### config.mk
export PLATFORM = sky130hd
export DESIGN_NAME = sonar_varredura_uc
export DESIGN_NICKNAME = d
export VERILOG_FILES = /design/src/rtl/sonar_pkg.sv /design/src/rtl/sonar_varredura_uc.sv
export SDC_FILE = /design/constraint.sdc
export NUM_CORES = 1
export LEC_CHECK = 0
export BUFFER_PORTS_ARGS = -buffer_cell sky130_fd_sc_hd__buf_2
export CORE_ASPECT_RATIO = 0.9
export CORE_UTILIZATION = 40
export CTS_CLUSTER_SIZE = 30
export DETAILED_ROUTE_END_ITERATION = 8
export GPL_TIMING_DRIVEN = 0
export PLACE_DENSITY = 0.69
export SYNTH_ARGS = -nofsm -noshare
export SYNTH_HDL_FRONTEND = slang
export SYNTH_SLANG_ARGS = --single-unit
### constraint.sdc
create_clock -name clock -period 4.9 [get_ports clock]
set_input_delay 0.49 -clock clock [delete_from_list [all_inputs] [get_ports clock]]
set_output_delay 0.49 -clock clock [all_outputs]
set_load 0.05 [all_outputs]
### src/rtl/sonar_pkg.sv
// Shared definitions for the sonar sweep control unit: state encodings,
// the control-word layout and its per-state decode.
package sonar_pkg;

    typedef enum logic [3:0] {
        INICIAL        = 4'h0,
        PREPARA        = 4'h1,
        MEDE           = 4'h2,
        AGUARDA_MEDIDA = 4'h3,
        FALHA          = 4'h4,
        TRANSMITE      = 4'h5,
        AGUARDA_TX     = 4'h6,
        PROXIMO_CHAR   = 4'h7,
        ESPERA_2S      = 4'h8,
        GIRA           = 4'h9,
        ERRO           = 4'hA
    } estado_t;

    // Characters per "ang,dist#" frame.
    localparam int TAM_QUADRO = 8;

    typedef struct packed {
        logic medir;
        logic zera_timeout_echo;
        logic conta_timeout_echo;
        logic partida_serial;
        logic conta_ascii;
        logic zera_contador_ascii;
        logic conta_angulo;
        logic reset_circuito;
        logic erro;
    } controle_t;

    function automatic controle_t decodifica(input estado_t e, input logic fim_serial);
        controle_t c;
        c = '0;
        case (e)
            PREPARA: begin
                c.reset_circuito      = 1'b1;
                c.zera_contador_ascii = 1'b1;
                c.zera_timeout_echo   = 1'b1;
            end
            MEDE: begin
                c.medir             = 1'b1;
                c.zera_timeout_echo = 1'b1;
            end
            AGUARDA_MEDIDA: c.conta_timeout_echo = 1'b1;
            TRANSMITE:      c.partida_serial     = 1'b1;
            PROXIMO_CHAR: begin
                if (fim_serial) c.zera_contador_ascii = 1'b1;
                else            c.conta_ascii         = 1'b1;
            end
            GIRA:    c.conta_angulo = 1'b1;
            ERRO:    c.erro         = 1'b1;
            default: c = '0;
        endcase
        return c;
    endfunction

endpackage

### src/rtl/sonar_varredura_uc.sv
// Moore control unit for the sonar sweep: measure (with bounded retries),
// send one 8-character frame, wait for the 2 s tick, then step the servo.
module sonar_varredura_uc
    import sonar_pkg::*;
#(
    parameter int MAX_TENTATIVAS = 3
) (
    input  logic       clock,
    input  logic       reset,
    input  logic       ligar,
    input  logic       pronto_medida,
    input  logic       timeout_echo,
    input  logic       pronto_transmissao,
    input  logic       fim_serial,
    input  logic       dois_segundos,
    output logic       medir,
    output logic       zera_timeout_echo,
    output logic       conta_timeout_echo,
    output logic       partida_serial,
    output logic       conta_ascii,
    output logic       zera_contador_ascii,
    output logic       conta_angulo,
    output logic       reset_circuito,
    output logic       erro,
    output logic [3:0] db_estado
);

    localparam logic [2:0] ULTIMA_TENTATIVA = 3'(MAX_TENTATIVAS - 1);

    estado_t    estado, proximo;
    logic [2:0] tentativas;
    controle_t  ctrl;

    always_comb begin
        // NOTE: assigning a default before the case keeps this block purely
        // combinational; a path that left proximo unassigned would infer a latch.
        proximo = INICIAL;
        case (estado)
            INICIAL:        proximo = ligar ? PREPARA : INICIAL;
            PREPARA:        proximo = MEDE;
            MEDE:           proximo = AGUARDA_MEDIDA;
            AGUARDA_MEDIDA: begin
                if (pronto_medida)     proximo = TRANSMITE;
                else if (timeout_echo) proximo = FALHA;
                else                   proximo = AGUARDA_MEDIDA;
            end
            FALHA:          proximo = (tentativas == ULTIMA_TENTATIVA) ? ERRO : MEDE;
            TRANSMITE:      proximo = AGUARDA_TX;
            AGUARDA_TX:     proximo = pronto_transmissao ? PROXIMO_CHAR : AGUARDA_TX;
            PROXIMO_CHAR:   proximo = fim_serial ? ESPERA_2S : TRANSMITE;
            ESPERA_2S: begin
                if (!ligar)             proximo = INICIAL;
                else if (dois_segundos) proximo = GIRA;
                else                    proximo = ESPERA_2S;
            end
            GIRA:           proximo = MEDE;
            ERRO:           proximo = ligar ? ERRO : INICIAL;
            default:        proximo = INICIAL;
        endcase
    end

    // Outputs are registered from the decode of the state being entered, so
    // they always equal the decode of the current state register. The
    // PROXIMO_CHAR branch samples fim_serial on entry; the ASCII selector only
    // moves on conta_ascii, so it holds the same value at the exit edge.
    always_ff @(posedge clock) begin
        // NOTE: all state here uses non-blocking assignments so every register
        // samples pre-edge values, independent of statement order.
        if (reset) begin
            estado     <= INICIAL;
            tentativas <= '0;
            ctrl       <= '0;
        end else begin
            estado <= proximo;
            ctrl   <= decodifica(proximo, fim_serial);
            if (estado == PREPARA || (estado == AGUARDA_MEDIDA && pronto_medida))
                tentativas <= '0;
            else if (estado == FALHA && tentativas != 3'd7)
                tentativas <= tentativas + 3'd1;
        end
    end

    assign medir               = ctrl.medir;
    assign zera_timeout_echo   = ctrl.zera_timeout_echo;
    assign conta_timeout_echo  = ctrl.conta_timeout_echo;
    assign partida_serial      = ctrl.partida_serial;
    assign conta_ascii         = ctrl.conta_ascii;
    assign zera_contador_ascii = ctrl.zera_contador_ascii;
    assign conta_angulo        = ctrl.conta_angulo;
    assign reset_circuito      = ctrl.reset_circuito;
    assign erro                = ctrl.erro;
    assign db_estado           = estado;

endmodule

After elaboration in Yosys (flattened, before gate mapping)
Cells that the tools add are included.
W data, S select, Z words.
{"block": "word_totals", "output_inout_bits": 13, "inputBits": 8, "elab_cells": 60, "register_bits": 16}
{"block": "classes", "bitwise": 1, "n_addsub": 1, "reduce_logical": 8, "eq_ne": 19, "muxes": 20}
{"op": "$pmux W4 S10", "count": 1}
{"op": "$eq A4 B3 Y1 const B", "count": 6}
{"op": "$eq A4 B4 Y1 const B", "count": 5}
{"op": "$eq A4 B2 Y1 const B", "count": 4}
{"op": "$mux W4", "count": 4}
{"op": "$mux W1", "count": 12}
{"op": "$eq A4 B1 Y1 const B", "count": 2}
{"op": "$reduce_or A2 Y1", "count": 4}
{"op": "$mux W3", "count": 2}
{"op": "$logic_not A4 Y1", "count": 1}
{"op": "$add A3 B1 Y3 const B", "count": 1}
{"op": "$eq A3 B2 Y1 const B", "count": 1}
{"op": "$ne A3 B3 Y1 const B", "count": 1}
{"op": "$logic_and A1 B1 Y1", "count": 2}
{"op": "$pmux W1 S2", "count": 1}
{"op": "$logic_or A1 B1 Y1", "count": 1}
{"op": "$not A1 Y1", "count": 1}

Logic depth before layout (Yosys ltp)
{"block": "logic_depth", "word_depth": 6, "mapped_depth": 6, "mapped_depth_nobuf": 5}

Worst setup path before layout
Ideal clock, no wire load.
{"block": "synth_path", "path_type": "register -> register", "from": "register estado[0], in the netlist db_estado[0]", "to": "register ctrl, in the netlist zera_timeout_echo", "synth_period_minus_slack_ns": 1.942, "path_stages_with_launch": 6, "t_required_ns": 4.829, "t_arrival_ns": 1.871, "path_buffers": 1, "slack_ns": 2.958, "setup_time_ns": 0.071, "cell_sequence": "dfxtp_1 buf_6 mux2_4 a311o_1 or2_4 a21oi_2"}
{"block": "synth_via", "elab_chain_len": 6}
{"element": "start: declaration", "line": "sonar_varredura_uc.sv:30", "source": "estado_t estado, proximo;"}
{"element": "start signal: assignment", "line": "sonar_varredura_uc.sv:74", "source": "estado <= proximo;"}
{"element": "$eq A4 B1 Y1 / $eq A4 B4 Y1 (equally long branches)", "line": "sonar_varredura_uc.sv:38", "source": "case (estado)"}
{"element": "$reduce_or A2 Y1 (no line)"}
{"element": "$pmux W4 S10 (*)", "line": "sonar_varredura_uc.sv:38"}
{"element": "$eq A4 B2 Y1 / $eq A4 B1 Y1 (equally long branches)", "line": "sonar_pkg.sv:37", "source": "case (e)"}
{"element": "$reduce_or A2 Y1 (no line) (*)"}
{"element": "$mux W1 (*)", "line": "sonar_pkg.sv:37"}
{"element": "end signal: assignment", "line": "sonar_varredura_uc.sv:75", "source": "ctrl <= decodifica(proximo, fim_serial);"}
{"element": "end: declaration", "line": "sonar_varredura_uc.sv:32", "source": "controle_t ctrl;"}
Every way passes the cells marked *; elsewhere a longest branch is shown, timed or not.
A chain may end at the register's enable or synchronous reset.

Final worst setup path
{"block": "layout_path", "from": "register estado[2], in the netlist db_estado[2]", "to": "register ctrl, in the netlist zera_contador_ascii"}
{"block": "layout_via", "elab_chain_len": 5}
{"element": "$eq A4 B1 Y1 / $eq A4 B4 Y1 (equally long branches)", "line": "sonar_varredura_uc.sv:38"}
{"element": "$reduce_or A2 Y1 (no line)"}
{"element": "$pmux W4 S10 (*)", "line": "sonar_varredura_uc.sv:38"}
{"element": "$eq A4 B3 Y1 / $eq A4 B1 Y1 (equally long branches)", "line": "sonar_pkg.sv:37"}
{"element": "$pmux W1 S2 (*)", "line": "sonar_pkg.sv:37"}
Marks and branches as above.

==> metrics.md <==
| Metric | Value |
|---|---|
| DIE WIDTH | `47.4 um` |
| Final HPWL DP | `1.16 mm` |
| Ys async rst share | `0` |
| Hold Vio Cnt, Final | `0` |
| Leading area contributor after synthesis | `dfxtp_1` |
| Flops & latches, synth | `16` |
| Final setup fails | `0` |
| FMAX | `596 MHz` |
| Area contributors post-synth | `dfxtp_1 (43%), nor2_1 (8.6%), ha_1 (5.1%)` |
| CTS tree | `done` |
| Placed Instances | `126` |
| Hold-fix buffers at CTS | `0` |
| CTS clk-pin slew, worst paths | `0.08 ns` |
| Initial Util | `0.437` |
| Max_slew headroom | `0.633` |
| Synth-to-layout area growth | `20.6%` |
| TritonCTS buffer count | `3` |
| Routed Wire Length | `1.47 mm` |
| Worst-Margin Slew | `0.550 ns` |
| MaxCap Viol Count | `0` |
| Routed length per instance | `11.4 um` |
| Vias | `628` |
| Post-CTS Setup Bufs | `0` |
| Yosys warns | `0` |
| Max VDD drop | `0.000217 V` |
| Total gr overflow | `0` |
| PostCTS Resize Cnt | `0` |
| Outcome | `complete, no violations` |
| Fill count | `166` |
| Max clock buf depth | `2` |
| Core box area | `1700 um^2` |
| Setup CP Type | `reg -> reg` |
| N_diodes | `0` |
| Most frequent cells in the layout | `buf_2 (21), nor2_1 (17), dfxtp_1 (16), inv_1 (7), nand2_1 (5)` |
| Antenna Nets Post-Route | `0` |
| CTS Sinks | `16` |
| Tcrit/Tclk final | `0.342` |
| RSZ-0062 raised after global routing | `false` |
| Die Height | `42.9 um` |
| Cell area after synthesis | `742 um^2` |
| Total Routing Usage GR | `0.162` |
| Fin crit period | `1.68 ns` |
| Vias in the first global route | `541` |
| Initial DRC count | `13` |
| Finished Layout Cells | `129` |
| Distinct cells, synth | `29` |
| Ratio of cells with drive above 1 in the final layout | `0.305` |
| Routability cong. | `0.844` |
| Leak Pwr | `0.427 nW` |
| Final count of pins violating max slew | `0` |
| Final #Nets | `118` |
| Sequential area share after synthesis | `0.432` |
| Via-to-Cell Ratio | `4.87` |
| Post-synth EDFFs | `0` |
| Critical Path Source Type | `register` |
| Num rows | `14` |
| Ys flop type | `dfxtp_1` |
| # H-tree levels | `1` |
| Final Skew | `0.00347 ns` |
| Critical path required time | `5.04 ns` |
| CP Max Fanout | `9` |
| First-pass DRT Iterations | `4` |
| Initial antenna violation count | `0` |
| HP Class | `in -> reg` |
| Root buffer cell | `clkbuf_4` |
| Setup crit end kind | `register` |
| WP data arrival | `1.82 ns` |
| Final instance area | `895 um^2` |
| Top cell type's share of synthesized area | `0.432` |
| Die area | `2030 um^2` |
| Total negative slack | `0 ns` |
| Commonest non-fill, non-tap cell in the layout | `buf_2` |
| Mapped Nets | `93` |
| Port bufs | `20` |
| Clk_lat worst skew | `0.27 ns` |
| Largest net degree at the start of global routing | `11` |
| Area post-placement | `872 um^2` |
| PwrDens | `359 nW/um^2` |
| DRC Markers | `0` |
| Mean Syn Cell Area | `9.05 um^2` |
| I/O Pins | `21` |
| Global-route wire length before repair | `2.28 mm` |
| Synth Instances | `82` |
[per-stage QoR]
stage	power, mW	setup slack (ns)	hold slack, ns	util
global route	0.342	3.07	0.408	0.527
finish	0.321	3.22	0.412	0.527
floorplan	0.237	2.96	0.481	-
CTS	0.325	3.22	0.402	0.527
detailed placement	0.260	3.08	0.523	0.513
global placement	0.259	3.11	0.503	0.513
[Yosys cell counts (2+ instances only)]
master / instances
and2_1: 2
dfxtp_1: 16
a21oi_1: 2
nor2_1: 17
nand2_1: 5
buf_6: 2
a2111oi_2: 2
ha_1: 3
o21ai_0: 2
nand2b_1: 4
inv_1: 7
nor3_1: 3
[power by group]
group / internal (mW) / switching, mW / leakage, nW
clock: 0.0284 / 0.0355 / 0.0138
combinational: 0.0353 / 0.0763 / 0.283
sequential: 0.141 / 0.00452 / 0.130
total: 0.204 / 0.116 / 0.427
[final timing paths]
kind / depth (start not counted) / from / slack [ns] / endpoint
worst max register to register: 5 / db_estado[2]$_SDFF_PP0_ / 3.22 / zera_contador_ascii$_SDFF_PP0_
worst max-delay path: 5 / db_estado[2]$_SDFF_PP0_ / 3.22 / zera_contador_ascii$_SDFF_PP0_
worst min register to register: 2 / tentativas[2]$_SDFFE_PP0P_ / 0.54 / tentativas[2]$_SDFFE_PP0P_
worst min-delay path: 2 / reset / 0.41 / db_estado[1]$_SDFF_PP0_
[worst max-delay path, cell delays in order, from the launching register on]
cell and delay [ns]:
dfxtp_1 0.40, nand2b_1 0.22, o21ai_0 0.19, a32oi_1 0.09
o2111ai_1 0.50, o32ai_2 0.16
[kinds of logic after synthesis]
group	after synthesis	share of synthesized area
DFF	16	0.432
and+or+nand+nor	35	0.223
AOI/OAI and AO/OA	15	0.177
buffers and inverters	10	0.0725
xor gates and xnor gates	1	0.0118
muxes	2	0.0337
adders and majority gates	3	0.0506
[cell type report]
cell class / instances / area (um^2) / area share
repair buffers: 20 / 100 / 0.112
flip-flops and latches: 16 / 320 / 0.358
plain buffers: 3 / 27.5 / 0.0308
inverters: 7 / 26.3 / 0.0294
well taps: 24 / 30.0 / 0.0336
clock buffers: 3 / 22.5 / 0.0252
multi-input cells: 56 / 368 / 0.411
[sequential cells by signal, indices dropped and copies added, names as in the netlist]
| register | count |
|---|---|
| partida_serial | 1 |
| reset_circuito | 1 |
| conta_ascii | 1 |
| conta_angulo | 1 |
| zera_contador_ascii | 1 |
| conta_timeout_echo | 1 |
| db_estado | 4 |
| medir | 1 |
| zera_timeout_echo | 1 |
| erro | 1 |
| tentativas | 3 |
[per-layer routing]
| layer | up-vias | global-route usage | part of all wire |
|---|---|---|---|
| met5 | - | 0 | 0 |
| li1 | 326 | - | - |
| met4 | 0 | 0.103 | 0.016 |
| met2 | 19 | 0.225 | 0.46 |
| met3 | 4 | 0.0383 | 0.042 |
| met1 | 279 | 0.220 | 0.48 |
Power figures use the tool's default switching activity.
